===== config.mk =====
export PLATFORM = sky130hd
export DESIGN_NAME = dram_bus_if_flat
export DESIGN_NICKNAME = d
export VERILOG_FILES = /design/src/rtl/dram_bus_if_if.sv /design/src/rtl/dram_bus_if.sv /design/src/flat_wrapper.sv
export SDC_FILE = /design/constraint.sdc
export NUM_CORES = 1
export LEC_CHECK = 0
export CELL_PAD_IN_SITES_DETAIL_PLACEMENT = 1
export CELL_PAD_IN_SITES_GLOBAL_PLACEMENT = 1
export CORE_UTILIZATION = 35
export DETAILED_ROUTE_END_ITERATION = 6
export PLACE_DENSITY = 0.81
export SLEW_MARGIN = 20
export SYNTH_ARGS = -nofsm -noshare
export SYNTH_HDL_FRONTEND = slang
export SYNTH_SLANG_ARGS = --single-unit

===== constraint.sdc =====
create_clock -name clk -period 1.9 [get_ports clk]
set_input_delay 0.57 -clock clk [delete_from_list [all_inputs] [get_ports clk]]
set_output_delay 0.57 -clock clk [all_outputs]
set_load 0.005 [all_outputs]

===== src/rtl/dram_bus_if_if.sv =====
// rtl/dram_bus_if_if.sv - 68040 bus pins and DRAM state machine hand-off signals
interface dram_bus_if_if;
  logic        TS_n;
  logic [31:0] A;
  logic [1:0]  SIZ;
  logic        RW;
  logic        TA_n;
  logic        TEA_n;
  logic        dram_req;
  logic        dram_rw;
  logic        dram_burst;
  logic [29:0] dram_addr;
  logic        page_hit;
  logic        dram_ack;
  logic        refack;

  modport slave (
    input  TS_n, A, SIZ, RW, dram_ack, refack,
    output TA_n, TEA_n, dram_req, dram_rw, dram_burst, dram_addr, page_hit
  );

  modport master (
    output TS_n, A, SIZ, RW, dram_ack, refack,
    input  TA_n, TEA_n, dram_req, dram_rw, dram_burst, dram_addr, page_hit
  );
endinterface


===== src/rtl/dram_bus_if.sv =====
// rtl/dram_bus_if.sv - 68040 front-end: window decode, line-burst sequencing, TA/TEA, open-row tracking
module dram_bus_if #(
  parameter logic [3:0] BASE    = 4'h0,
  parameter int         ROW_LSB = 12,
  parameter int         ROW_W   = 12,
  parameter int         TIMEOUT = 255
) (
  input logic          clk,
  input logic          nRESET,
  dram_bus_if_if.slave bus
);

  typedef enum logic [1:0] {IDLE, REQ, DONE} state_t;

  localparam logic [7:0] TO_CNT = 8'(TIMEOUT);

  state_t           state_q;
  logic [29:0]      addr_q;
  logic             rw_q;
  logic             req_q;
  logic             burst_q;
  logic             ta_n_q;
  logic             tea_n_q;
  logic             hit_q;
  logic [2:0]       beats_q;
  logic [7:0]       wait_q;
  logic [ROW_W-1:0] open_row_q;
  logic             open_vld_q;

  logic             ts_sel_d;
  logic             line_d;
  logic [ROW_W-1:0] new_row_d;
  logic [ROW_W-1:0] cur_row_d;
  logic             unused_a;

  assign ts_sel_d  = !bus.TS_n && (bus.A[31:28] == BASE);
  assign line_d    = (bus.SIZ == 2'b11);
  assign new_row_d = bus.A[ROW_LSB +: ROW_W];
  assign cur_row_d = addr_q[ROW_LSB-2 +: ROW_W];
  assign unused_a  = ^bus.A[1:0];

  always_ff @(posedge clk or negedge nRESET) begin
    if (!nRESET) begin
      state_q    <= IDLE;
      addr_q     <= '0;
      rw_q       <= 1'b1;
      req_q      <= 1'b0;
      burst_q    <= 1'b0;
      ta_n_q     <= 1'b1;
      tea_n_q    <= 1'b1;
      hit_q      <= 1'b0;
      beats_q    <= 3'd0;
      wait_q     <= 8'd0;
      open_row_q <= '0;
      open_vld_q <= 1'b0;
    end else begin
      ta_n_q  <= 1'b1;
      tea_n_q <= 1'b1;
      case (state_q)
        REQ: begin
          if (bus.dram_ack) begin
            // The open row is loaded with every beat ack, so DONE needs no
            // reload and a refack landing on the final ack stays in effect.
            ta_n_q         <= 1'b0;
            addr_q[1:0]    <= addr_q[1:0] + 2'd1;
            beats_q        <= beats_q - 3'd1;
            wait_q         <= 8'd0;
            open_row_q     <= cur_row_d;
            open_vld_q     <= 1'b1;
            if (beats_q == 3'd1) begin
              state_q <= DONE;
              req_q   <= 1'b0;
              burst_q <= 1'b0;
            end else begin
              burst_q <= (beats_q > 3'd2);
            end
          end else if (wait_q == TO_CNT) begin
            tea_n_q <= 1'b0;
            req_q   <= 1'b0;
            burst_q <= 1'b0;
            beats_q <= 3'd0;
            wait_q  <= 8'd0;
            state_q <= IDLE;
          end else begin
            wait_q <= wait_q + 8'd1;
          end
        end
        default: begin
          if (ts_sel_d) begin
            state_q <= REQ;
            addr_q  <= bus.A[31:2];
            rw_q    <= bus.RW;
            beats_q <= line_d ? 3'd4 : 3'd1;
            burst_q <= line_d;
            req_q   <= 1'b1;
            wait_q  <= 8'd0;
            hit_q   <= open_vld_q && !bus.refack && (open_row_q == new_row_d);
          end else begin
            state_q <= IDLE;
          end
        end
      endcase
      if (bus.refack) begin
        open_vld_q <= 1'b0;
      end
    end
  end

  assign bus.TA_n       = ta_n_q;
  assign bus.TEA_n      = tea_n_q;
  assign bus.dram_req   = req_q;
  assign bus.dram_rw    = rw_q;
  assign bus.dram_burst = burst_q;
  assign bus.dram_addr  = addr_q;
  assign bus.page_hit   = hit_q;

endmodule

===== src/flat_wrapper.sv =====
// flat-port wrapper written by rule: the top's interface ports become plain ports
module dram_bus_if_flat 
#(
  parameter logic [3:0] BASE    = 4'h0,
  parameter int         ROW_LSB = 12,
  parameter int         ROW_W   = 12,
  parameter int         TIMEOUT = 255
)
  (clk, nRESET, bus_TS_n, bus_A, bus_SIZ, bus_RW, bus_dram_ack, bus_refack, bus_TA_n, bus_TEA_n, bus_dram_req, bus_dram_rw, bus_dram_burst, bus_dram_addr, bus_page_hit);
  dram_bus_if_if bus_i ();
  input logic clk;
  input logic nRESET;
  input wire logic [$bits(bus_i.TS_n)-1:0] bus_TS_n;
  input wire logic [$bits(bus_i.A)-1:0] bus_A;
  input wire logic [$bits(bus_i.SIZ)-1:0] bus_SIZ;
  input wire logic [$bits(bus_i.RW)-1:0] bus_RW;
  input wire logic [$bits(bus_i.dram_ack)-1:0] bus_dram_ack;
  input wire logic [$bits(bus_i.refack)-1:0] bus_refack;
  output wire logic [$bits(bus_i.TA_n)-1:0] bus_TA_n;
  output wire logic [$bits(bus_i.TEA_n)-1:0] bus_TEA_n;
  output wire logic [$bits(bus_i.dram_req)-1:0] bus_dram_req;
  output wire logic [$bits(bus_i.dram_rw)-1:0] bus_dram_rw;
  output wire logic [$bits(bus_i.dram_burst)-1:0] bus_dram_burst;
  output wire logic [$bits(bus_i.dram_addr)-1:0] bus_dram_addr;
  output wire logic [$bits(bus_i.page_hit)-1:0] bus_page_hit;
  assign bus_i.TS_n = bus_TS_n;
  assign bus_i.A = bus_A;
  assign bus_i.SIZ = bus_SIZ;
  assign bus_i.RW = bus_RW;
  assign bus_i.dram_ack = bus_dram_ack;
  assign bus_i.refack = bus_refack;
  assign bus_TA_n = bus_i.TA_n;
  assign bus_TEA_n = bus_i.TEA_n;
  assign bus_dram_req = bus_i.dram_req;
  assign bus_dram_rw = bus_i.dram_rw;
  assign bus_dram_burst = bus_i.dram_burst;
  assign bus_dram_addr = bus_i.dram_addr;
  assign bus_page_hit = bus_i.page_hit;
  dram_bus_if #(.BASE(BASE), .ROW_LSB(ROW_LSB), .ROW_W(ROW_W), .TIMEOUT(TIMEOUT)) u_core (.clk(clk), .nRESET(nRESET), .bus(bus_i));
endmodule

==> impl_metrics.py <==
metrics = {
    "status": {
        "status": "complete, no violations",
    },
    "routing": {
        "wl_per_cell_um": 14.66,
        "routed_wl_um": 7096,
        "drt_iter0_drc": 64,
        "first_pass_iters": 4,
        "vias": 2338,
        "remaining_drc_errors": 0,
        "vias_per_cell": 4.831,
        "postRouteAntennaNets": 0,
    },
    "placement": {
        "dp.cells": 468,
        "hpwl_um": 5237,
        "port-buffer-count": 73,
        "routabilityCongestion": 0.7927,
        "placed_area_um2": 3670,
    },
    "sta": {
        "worst_pin_slew_ns": 0.4812,
        "fmax_mhz": 534.1,
        "finalSetupViolations": 0,
        "holdWs_ns": 0.1897,
        "finalCriticalPeriod_ns": 1.872,
        "rsz0062_at_grt": "true",
        "hold_violations": 0,
        "period_share_pct": 98.54,
        "slew_headroom_pct": 67.92,
        "skew_ns": 0.006424,
        "final_max_slew_viol_count": 0,
        "fin_tns_setup_ns": 0,
    },
    "layout": {
        "final_cell_mix": "nand2_1, clkdlybuf4s50_1, dfrtp_1",
        "final_cells": 484,
        "final_common_cell": "nand2_1",
        "drive_gt1_share_pct": 11.95,
        "nNetsFinal": 424,
        "syn_to_final_growth_pct": 44.28,
        "n_antenna_cell": 0,
        "stdcell_area_um2": 3865,
    },
    "global_route": {
        "met2_usage_pct": 33.52,
        "grt_use_met3_pct": 4.617,
        "grt_use_met1_pct": 23.78,
        "grt_first_pass_wirelength_um": 11500,
        "grt_pass1_vias": 2442,
        "antenna_found_initial": 0,
        "grt_start_max_net_pins": 35,
        "grt_usage_pct": 19.43,
        "grt-busiest-layer": "met2",
        "grt_overflow_total": 0,
    },
    "logic_synthesis": {
        "yosysSeqAreaShare_pct": 58.06,
        "netlist_area_um2": 2679,
        "syn_area_per_cell_um2": 9.334,
        "synth.distinct_cells": 37,
        "syn_inst": 287,
        "yosys_warnings": 0,
        "ys_top_cells_by_area": "dfrtp_1, nand2_1, dfstp_2",
        "syn_nets": 331,
        "ys_ff_latch": 62,
        "yosysTopAreaCell": "dfrtp_1",
        "synth_top_area_share_pct": 55.11,
    },
    "clocking": {
        "clock-sinks": 62,
        "ctsRootBufferMaster": "clkbuf_8",
        "ctsLongestPathBuffers": 2,
        "cts.clk_slew.worst_paths_ns": 0.07,
        "cts_buffers": 9,
        "clkLatencyLatePin_ns": 0.33,
        "h-tree-depth": 3,
        "cts_tree": "built",
    },
    "critical_path": {
        "cp_num_cells": 6,
        "worstPathRequired_ns": 2.12,
        "endpoint_kind": "flop",
        "crit_slowest_cell": "clkdlybuf4s50_1",
        "path_buf_inv": 2,
        "path_class": "in -> reg",
        "worstPathMaxFanout": 6,
        "cp.arrival_ns": 2.09,
        "reg2reg_depth": 6,
        "cp-start-kind": "input pin",
        "cp_slowest_stage_delay_ns": 0.43,
        "critPathTopFamily": "buffers and inverters",
        "crit_chain": "clkdlybuf4s50_1, or3b_4, a31oi_2, nor2_2, buf_4, a32o_1",
    },
    "flow_run": {
        "cap_violations": 0,
    },
    "pwr": {
        "internal_power_mw": 2.902,
        "pwr-share-comb_pct": 30.1,
        "ir_worst_vdd_mv": 0.4685,
        "p_clk_share_pct": 24.0,
        "power_density_nw_per_um2": 1083,
        "swShare_pct": 30.68,
        "power_switching_mw": 1.285,
        "power.leakage_nw": 1.864,
        "p_seq_share_pct": 45.9,
    },
    "floorplan": {
        "io_pins": 76,
        "die_area_um2": 8008,
        "core-area_um2": 7331,
        "die_y_um": 89.49,
        "die_w_um": 89.49,
        "num_rows": 31,
        "initial_core_util_pct": 36.54,
    },
    "hold_path": {
        "min_path_type": "in -> async",
    },
}
[per-stage QoR]
step / power [mW] / worst slack (ns) / util [%]
after floorplan: 2.442 / 0.09434 / -
final: 4.187 / 0.02774 / 52.72
after CTS: 4.248 / -0.06741 / 52.43
after detailed placement: 3.222 / -0.4379 / 50.06
after global routing: 4.486 / -0.02301 / 52.72
after global placement: 3.145 / -0.3947 / 50.06
[power groups by stage]
stage          Sequential (mW)  Combinational, mW  Clock (mW)
5_1_grt                   1.97               1.42        1.10
3_5_place_dp              1.94               1.28           0
4_1_cts                   1.92               1.28        1.04
3_3_place_gp              1.92               1.22           0
6_report                  1.92               1.26        1.01
2_1_floorplan             1.91              0.532           0
[final cells by class]
| class | instances | area, um^2 |
|---|---|---|
| Fill cell | 853 | 3466 |
| Sequential cell | 62 | 1555 |
| Multi-Input combinational cell | 208 | 1080 |
| Timing Repair Buffer | 92 | 912.1 |
| Clock buffer | 12 | 145.1 |
| Tap cell | 99 | 123.9 |
| Inverter | 7 | 26.28 |
| Clock inverter | 4 | 22.52 |
[registers in the layout, indices dropped and copies added, names as in the netlist]
register               flops
u_core.bus.page_hit        1
u_core.beats_q             3
u_core.wait_q              8
u_core.bus.dram_addr      30
u_core.bus.dram_req        1
u_core.bus.dram_burst      1
u_core.open_row_q         12
u_core.bus.TA_n            1
u_core.open_vld_q          1
u_core.state_q             2
u_core.bus.TEA_n           1
u_core.bus.dram_rw         1
[cell families after synthesis]
family | count (synthesis) | synth area share, %
adder cells (fa/ha/maj) | 4 | 1.868
AO/OA/AOI/OAI | 30 | 6.773
AND/OR/NAND/NOR | 160 | 26.16
XOR/XNOR | 12 | 3.923
buffers and inverters | 17 | 2.429
flip-flops | 62 | 58.06
multiplexers | 2 | 0.7940
[path summary, 6_finish.rpt]
| path | start | endpoint | slack (ns) |
|---|---|---|---|
| max | bus_dram_ack | u_core.beats_q[2] | 0.03 |
| min | nRESET | u_core.wait_q[6] | 0.19 |
| max reg2reg | u_core.wait_q[0] | u_core.beats_q[2] | 0.20 |
| min reg2reg | u_core.bus.dram_rw | u_core.bus.dram_rw | 0.47 |
| max in group asynchronous | nRESET | u_core.bus.TA_n | 1.11 |
| min in group clk | u_core.bus.dram_rw | u_core.bus.dram_rw | 0.47 |
[cell usage after synthesis]
library cell	instances
or3b_1	1
o22ai_1	1
nor2_2	1
nand2b_1	2
a31oi_1	3
nand3_1	8
inv_1	7
dfstp_2	3
and2_1	5
dfrtp_1	59
ha_1	4
a2bb2oi_1	1
nand4_1	2
or3_1	3
buf_1	1
nand2_1	120
nand3_2	1
mux2i_1	1
a22o_1	1
and4_1	1
a21oi_1	9
mux2_2	1
and3_1	3
a32o_1	1
o221a_2	1
xor2_1	5
o21ai_0	12
and3b_1	1
o31ai_2	1
nor2b_1	2
nor2_1	7
or4_1	1
buf_2	1
nor4_4	1
nor4_1	1
xnor2_1	7
clkbuf_1	8
[timing repair]
action                                  CTS  global route
endpoints found under the setup margin    7            16
pin swaps                                 1             2
hold buffers                              0             0
buffers inserted                          0             0
gates resized for setup                   5             6
endpoints found under the hold margin     0             0
[metal layers]
layer | share of wire (%) | vias to the layer above
li1 | - | 1111
met1 | 43 | 1163
met2 | 50 | 56
met3 | 5.4 | 8
met4 | 0.99 | 0
met5 | 0 | -
Note: power is estimated with default switching activity, not from simulation.
